===== src/rtl/led_green_fader_pkg.sv =====
// Shared constants and types for the green-LED PWM/fade block.
package led_green_fader_pkg;

    localparam int unsigned LEVEL_W = 8;
    localparam int unsigned HOLD_W  = 16;
    localparam int unsigned DATA_W  = 32;

    localparam logic [1:0] ADDR_DUTY   = 2'd0;
    localparam logic [1:0] ADDR_HOLD   = 2'd1;
    localparam logic [1:0] ADDR_CTRL   = 2'd2;
    localparam logic [1:0] ADDR_STATUS = 2'd3;

    localparam logic [LEVEL_W-1:0] DUTY_RST = 8'hFF;
    localparam logic [HOLD_W-1:0]  HOLD_RST = 16'h0000;

    typedef enum logic [1:0] {
        FADE_IDLE = 2'd0,
        FADE_UP   = 2'd1,
        FADE_TOP  = 2'd2,
        FADE_DOWN = 2'd3
    } fade_state_e;

    // STATUS register layout as seen on readdata
    typedef struct packed {
        logic [21:0]          rsvd;
        fade_state_e          state;
        logic [LEVEL_W-1:0]   level;
    } status_t;

endpackage


===== src/rtl/led_fade_tick_gen.sv =====
// Fade prescaler: counts 0..PRESCALE-1 and flags the wrap cycle.
module led_fade_tick_gen #(
    parameter int unsigned PRESCALE = 50000
) (
    input  logic clk,
    input  logic reset,
    output logic tick_c
);

    localparam int unsigned CNT_W = (PRESCALE > 1) ? $clog2(PRESCALE) : 1;
    localparam logic [CNT_W-1:0] CNT_MAX = CNT_W'(PRESCALE - 1);

    logic [CNT_W-1:0] cnt;

    always_ff @(posedge clk or posedge reset) begin
        if (reset) begin
            cnt <= '0;
        end else if (cnt == CNT_MAX) begin
            cnt <= '0;
        end else begin
            cnt <= cnt + CNT_W'(1);
        end
    end

    assign tick_c = (cnt == CNT_MAX);

endmodule


===== src/rtl/led_green_fader.sv =====
// Green-LED driver: registered PIO pattern gated by PWM brightness and an
// optional triangular breathing envelope, configured over Avalon-MM.
module led_green_fader
    import led_green_fader_pkg::*;
#(
    parameter int unsigned PRESCALE = 50000,
    parameter int unsigned WIDTH    = 9
) (
    input  logic              clk,
    input  logic              reset,
    input  logic [WIDTH-1:0]  pattern_in,
    input  logic [1:0]        address,
    input  logic              chipselect,
    input  logic              write_n,
    input  logic [31:0]       writedata,
    output logic [31:0]       readdata,
    output logic [WIDTH-1:0]  led_o
);

    logic [LEVEL_W-1:0] duty;
    logic [HOLD_W-1:0]  hold;
    logic               fade_en;

    logic [WIDTH-1:0]   pattern_q;
    logic [LEVEL_W-1:0] pwm_cnt;
    logic               lit_c;
    logic               tick_c;

    fade_state_e        state, state_nxt;
    logic [LEVEL_W-1:0] level, level_nxt;
    logic [HOLD_W-1:0]  hold_cnt, hold_cnt_nxt;
    logic [LEVEL_W:0]   up_sum;

    led_fade_tick_gen #(.PRESCALE(PRESCALE)) u_tick_gen (
        .clk    (clk),
        .reset  (reset),
        .tick_c (tick_c)
    );

    // Register file writes
    always_ff @(posedge clk or posedge reset) begin
        if (reset) begin
            duty    <= DUTY_RST;
            hold    <= HOLD_RST;
            fade_en <= 1'b0;
        end else if (chipselect && !write_n) begin
            case (address)
                ADDR_DUTY: duty    <= writedata[LEVEL_W-1:0];
                ADDR_HOLD: hold    <= writedata[HOLD_W-1:0];
                ADDR_CTRL: fade_en <= writedata[0];
                default:   ;
            endcase
        end
    end

    always_comb begin
        status_t st;
        st       = '{rsvd: '0, state: state, level: level};
        readdata = '0;
        case (address)
            ADDR_DUTY:   readdata = DATA_W'(duty);
            ADDR_HOLD:   readdata = DATA_W'(hold);
            ADDR_CTRL:   readdata = DATA_W'(fade_en);
            ADDR_STATUS: readdata = st;
            default:     readdata = '0;
        endcase
    end

    // Full scale is solid on rather than 255/256
    assign lit_c = (level == 8'hFF) || (pwm_cnt < level);

    always_ff @(posedge clk or posedge reset) begin
        if (reset) begin
            pattern_q <= '0;
            pwm_cnt   <= '0;
            led_o     <= '0;
        end else begin
            pattern_q <= pattern_in;
            pwm_cnt   <= pwm_cnt + LEVEL_W'(1);
            led_o     <= pattern_q & {WIDTH{lit_c}};
        end
    end

    always_ff @(posedge clk or posedge reset) begin
        if (reset) begin
            state    <= FADE_IDLE;
            level    <= DUTY_RST;
            hold_cnt <= '0;
        end else begin
            state    <= state_nxt;
            level    <= level_nxt;
            hold_cnt <= hold_cnt_nxt;
        end
    end

    // Fade envelope; the bottom dwell shares FADE_DOWN with level at zero
    always_comb begin
        state_nxt    = state;
        level_nxt    = level;
        hold_cnt_nxt = hold_cnt;
        up_sum       = {1'b0, level} + 9'd1;

        if (!fade_en) begin
            state_nxt = FADE_IDLE;
            level_nxt = duty;
        end else begin
            case (state)
                FADE_IDLE: begin
                    state_nxt    = FADE_UP;
                    level_nxt    = '0;
                    hold_cnt_nxt = '0;
                end
                FADE_UP: if (tick_c) begin
                    if (up_sum >= {1'b0, duty}) begin
                        state_nxt    = FADE_TOP;
                        level_nxt    = duty;
                        hold_cnt_nxt = '0;
                    end else begin
                        level_nxt = up_sum[LEVEL_W-1:0];
                    end
                end
                FADE_TOP: if (tick_c) begin
                    if (hold_cnt >= hold) begin
                        state_nxt    = FADE_DOWN;
                        level_nxt    = (level == '0) ? '0 : level - LEVEL_W'(1);
                        hold_cnt_nxt = '0;
                    end else begin
                        hold_cnt_nxt = hold_cnt + HOLD_W'(1);
                    end
                end
                FADE_DOWN: if (tick_c) begin
                    if (level != '0) begin
                        level_nxt    = level - LEVEL_W'(1);
                        hold_cnt_nxt = '0;
                    end else if (hold_cnt >= hold) begin
                        state_nxt = FADE_UP;
                        level_nxt = (duty == '0) ? '0 : LEVEL_W'(1);
                    end else begin
                        hold_cnt_nxt = hold_cnt + HOLD_W'(1);
                    end
                end
                default: state_nxt = FADE_IDLE;
            endcase
        end
    end

endmodule


===== config.mk =====
export PLATFORM = sky130hd
export DESIGN_NAME = led_green_fader
export DESIGN_NICKNAME = d
export VERILOG_FILES = /design/src/rtl/led_green_fader_pkg.sv /design/src/rtl/led_fade_tick_gen.sv /design/src/rtl/led_green_fader.sv
export SDC_FILE = /design/constraint.sdc
export NUM_CORES = 1
export LEC_CHECK = 0
export BUFFER_PORTS_ARGS = -buffer_cell sky130_fd_sc_hd__buf_2
export CORE_AREA = 4 4 136 138
export DETAILED_ROUTE_END_ITERATION = 7
export DIE_AREA = 0 0 140 142
export GPL_TIMING_DRIVEN = 1
export SLEW_MARGIN = 25
export SYNTH_ARGS = -nofsm -noshare
export SYNTH_HDL_FRONTEND = slang
export SYNTH_SLANG_ARGS = --single-unit

===== constraint.sdc =====
create_clock -name clk -period 4.4 [get_ports clk]
set_clock_uncertainty 0.1 [all_clocks]
set_input_delay 0.88 -clock clk [delete_from_list [all_inputs] [get_ports clk]]
set_output_delay 0.88 -clock clk [all_outputs]
set_load 0.1 [all_outputs]

==> summary.md <==
| Metric | Value |
|---|---|
| Status | `complete, no violations` |
| Pre-CTS WS | `about 0.55 ns` |
| Worst setup margin | `0.5258 ns` |
| Leakage Power | `0.002976 uW` |
| Hold depth | `1` |
| Final global-route overflow total | `0` |
| Wire per inst | `15.14 um` |
| Register area share after synthesis | `about two fifths` |
| Htree depth | `3` |
| Cell Rows | `48` |
| Most frequent CP cell | `and3_1` |
| WP depth | `12` |
| Syn-to-layout area delta | `13.28%` |
| Core ar. | `about 17000 um^2` |
| Met2 wire length | `between 6000 and 7000 um` |
| Ant diodes | `0` |
| Worst-path cell chain | `inv_1 > nor3_1 > nand3_1 > xnor2_1 > ha_1 > and3_1 > nor2b_1 > or4_4 > o211ai_2 > a22oi_1 > and3_1 > mux2_2` |
| CP max-delay cell | `dfstp_2` |
| RSZ-0062 raised after global routing | `no` |
| Post-synth EDFFs | `0` |
| Yosys reg bits | `between 90 and 100` |
| DR top layer | `met4` |
| FFs w/ async S/R, synth | `100.0%` |
| Hold_buf cts | `0` |
| Critical path peak fanout | `13` |
| Critical Path Max Stage Delay | `0.67 ns` |
| Layout fillers | `1751` |
| Routed via count | `4634` |
| Synthesized area per cell | `slightly above 9 um^2` |
| Drt first pass iters | `4` |
| Core Util, Final | `about two fifths` |
| Final GP Congestion | `about 0.87` |
| Crit. End Element | `register` |
| Period utilisation layout | `88.05%` |
| Syn Inst Count | `around 630` |
| Via/cell ratio | `just over 5` |
| Largest net degree at the start of global routing | `about 80` |
| Nature of the critical path startpoint | `register` |
| Root buf cell | `clkbuf_16` |
| Routed WL | `about 14000 um` |
| Metal-1 WL | `between 6000 and 7000 um` |
| Initial Utilization | `33.56%` |
| Die Height | `between 100 and 150 um` |
| Die ar. | `19880 um^2` |
| Max_slew headroom | `around 42%` |
| PwrDens | `roughly 600 nW/um^2` |
| CTS tree | `done` |
| Total I/O pin count | `between 80 and 90` |
| Initial antenna violation count | `0` |
| First-pass GRT wire length | `around 23000 um` |
| Synthesized cell area | `roughly 5800 um^2` |
| Maximum vdd ir drop | `about 0.32 mV` |
| Gr usage total | `between 10% and 20%` |
| Post-DRT Antenna Nets | `0` |
| R2R depth | `12` |
| Final Hold Fails | `0` |
| Routed met3 length | `roughly 600 um` |
| Crit path time final | `slightly below 4 ns` |
| Clk buf depth | `2` |
| Setup Buffers After CTS | `0` |
| Port Buf Inserts | `55` |
| Worst hold path class | `reg2reg` |
| Num CTS Buffers | `9` |
| Drt first-iter violations | `approximately 400` |
| Synth cell types | `66` |
| Commonest non-fill, non-tap cell in the layout | `dfrtp_1` |
| Total negative slack | `0 ns` |
| Clock sinks | `between 90 and 100` |
| Delay-heaviest family, CP | `simple AND/OR/NAND/NOR gates` |
| Final nets | `between 700 and 800` |
| Yosys warns | `0` |
| Required @ worst endpoint | `roughly 4.5 ns` |
| DPL Wire Length | `10230 um` |
| Most frequent cells in the layout | `dfrtp_1, nand2_1, o21ai_0, buf_2, inv_1` |
| Worst Hold Margin | `approximately 0.37 ns` |
| Least-Margin Pin Slew | `0.8697 ns` |
| WP buf/inv | `1` |
| # DRC | `0` |
| Most used DFF post-synth | `dfrtp_1` |
| Layout cell share with drive strength beyond 1 | `~16%` |
| Worst skew pair latency | `0.35 ns` |
| Width of the chip | `140 um` |
| # resized after CTS | `0` |
| Max Clk Rate | `258.1 MHz` |
| Vias in the first global route | `4446` |
| Crit Path Category | `reg2reg` |
| Final max-slew violation count | `0` |
| Clock transition at path regs | `approximately 0.06 ns` |
| Arrival time worst endpoint | `4.02 ns` |
| Max-Cap Viols | `0` |
| # setup viols final | `0` |
[cell type report]
| class | count | area, um^2 | area share [%] |
|---|---|---|---|
| multi-input combinational | 470 | 3084 | 47.23 |
| sequential | 93 | 2347 | 35.95 |
| timing repair buffer | 59 | 305.3 | 4.675 |
| tap | 225 | 281.5 | 4.311 |
| clock buffer | 11 | 252.7 | 3.870 |
| inverter | 46 | 177.7 | 2.721 |
| clock inverter | 5 | 81.33 | 1.245 |
[flip-flops by register name, indices dropped and copies added (netlist names)]
name and count:
state 2, pattern_q 9, level 8, hold_cnt 16
fade_en 1, hold 16, pwm_cnt 8, u_tick_gen.cnt 16
led_o 9, duty 8
[where the power goes]
group          internal, uW  leakage (uW)  switching [uW]
clock network           530      0.000162             341
registers              1040       0.00114             197
logic                   510       0.00167            1280
[metrics by stage]
step                      power [uW]  std cells  cell area, um^2
final                           3889        909             6530
after global routing            4160        909             6530
after detailed placement        3030        893             6193
after floorplan                 2661        648             5821
after global placement          3019        893             6193
after CTS                       3916        909             6528
[Yosys cell counts, types with 6 or more instances]
cell / instances / area, um^2
a211oi_1: 7 / 52.55
a21oi_1: 16 / 80.08
a22o_1: 10 / 87.58
and2_1: 8 / 50.05
and3_1: 12 / 75.07
buf_4: 16 / 120.1
clkbuf_1: 18 / 67.56
dfrtp_1: 77 / 1927
dfstp_2: 16 / 420.4
ha_1: 41 / 513.0
inv_1: 46 / 172.7
mux2_2: 6 / 67.56
nand2_1: 76 / 285.3
nand3_1: 21 / 105.1
nand4_1: 9 / 56.30
nor2_1: 36 / 135.1
nor2b_1: 13 / 81.33
nor3_1: 8 / 40.04
o21ai_0: 71 / 355.3
o22ai_1: 8 / 50.05
xnor2_1: 18 / 157.7
xor2_1: 10 / 87.58
[final timing paths]
kind	endpoint	slack (ns)	start
worst max-delay path	hold_cnt[10]	0.53	level[2]
worst min-delay path	u_tick_gen.cnt[0]	0.37	u_tick_gen.cnt[0]
worst max register to register	hold_cnt[10]	0.53	level[2]
worst min register to register	u_tick_gen.cnt[0]	0.37	u_tick_gen.cnt[0]
max in group asynchronous	duty[3]	2.95	reset
min in group asynchronous	u_tick_gen.cnt[13]	0.56	reset
[cells by family after synthesis]
kind of cell | count (synthesis) | synth area share (%)
XOR/XNOR | 28 | 4.254
AO/OA/AOI/OAI | 160 | 18.15
flip-flops | 93 | 40.72
other | 1 | 0.06506
buffers and inverters | 85 | 6.794
multiplexers | 12 | 2.431
adder cells (fa/ha/maj) | 41 | 8.899
AND/OR/NAND/NOR | 213 | 18.69
[layer usage]
layer	vias up	global-route usage, %
met3	13	2.655
met4	0	6.680
met1	2212	19.88
met5	-	0
met2	110	22.64
li1	2299	-
(Power assumes the default switching activity.)
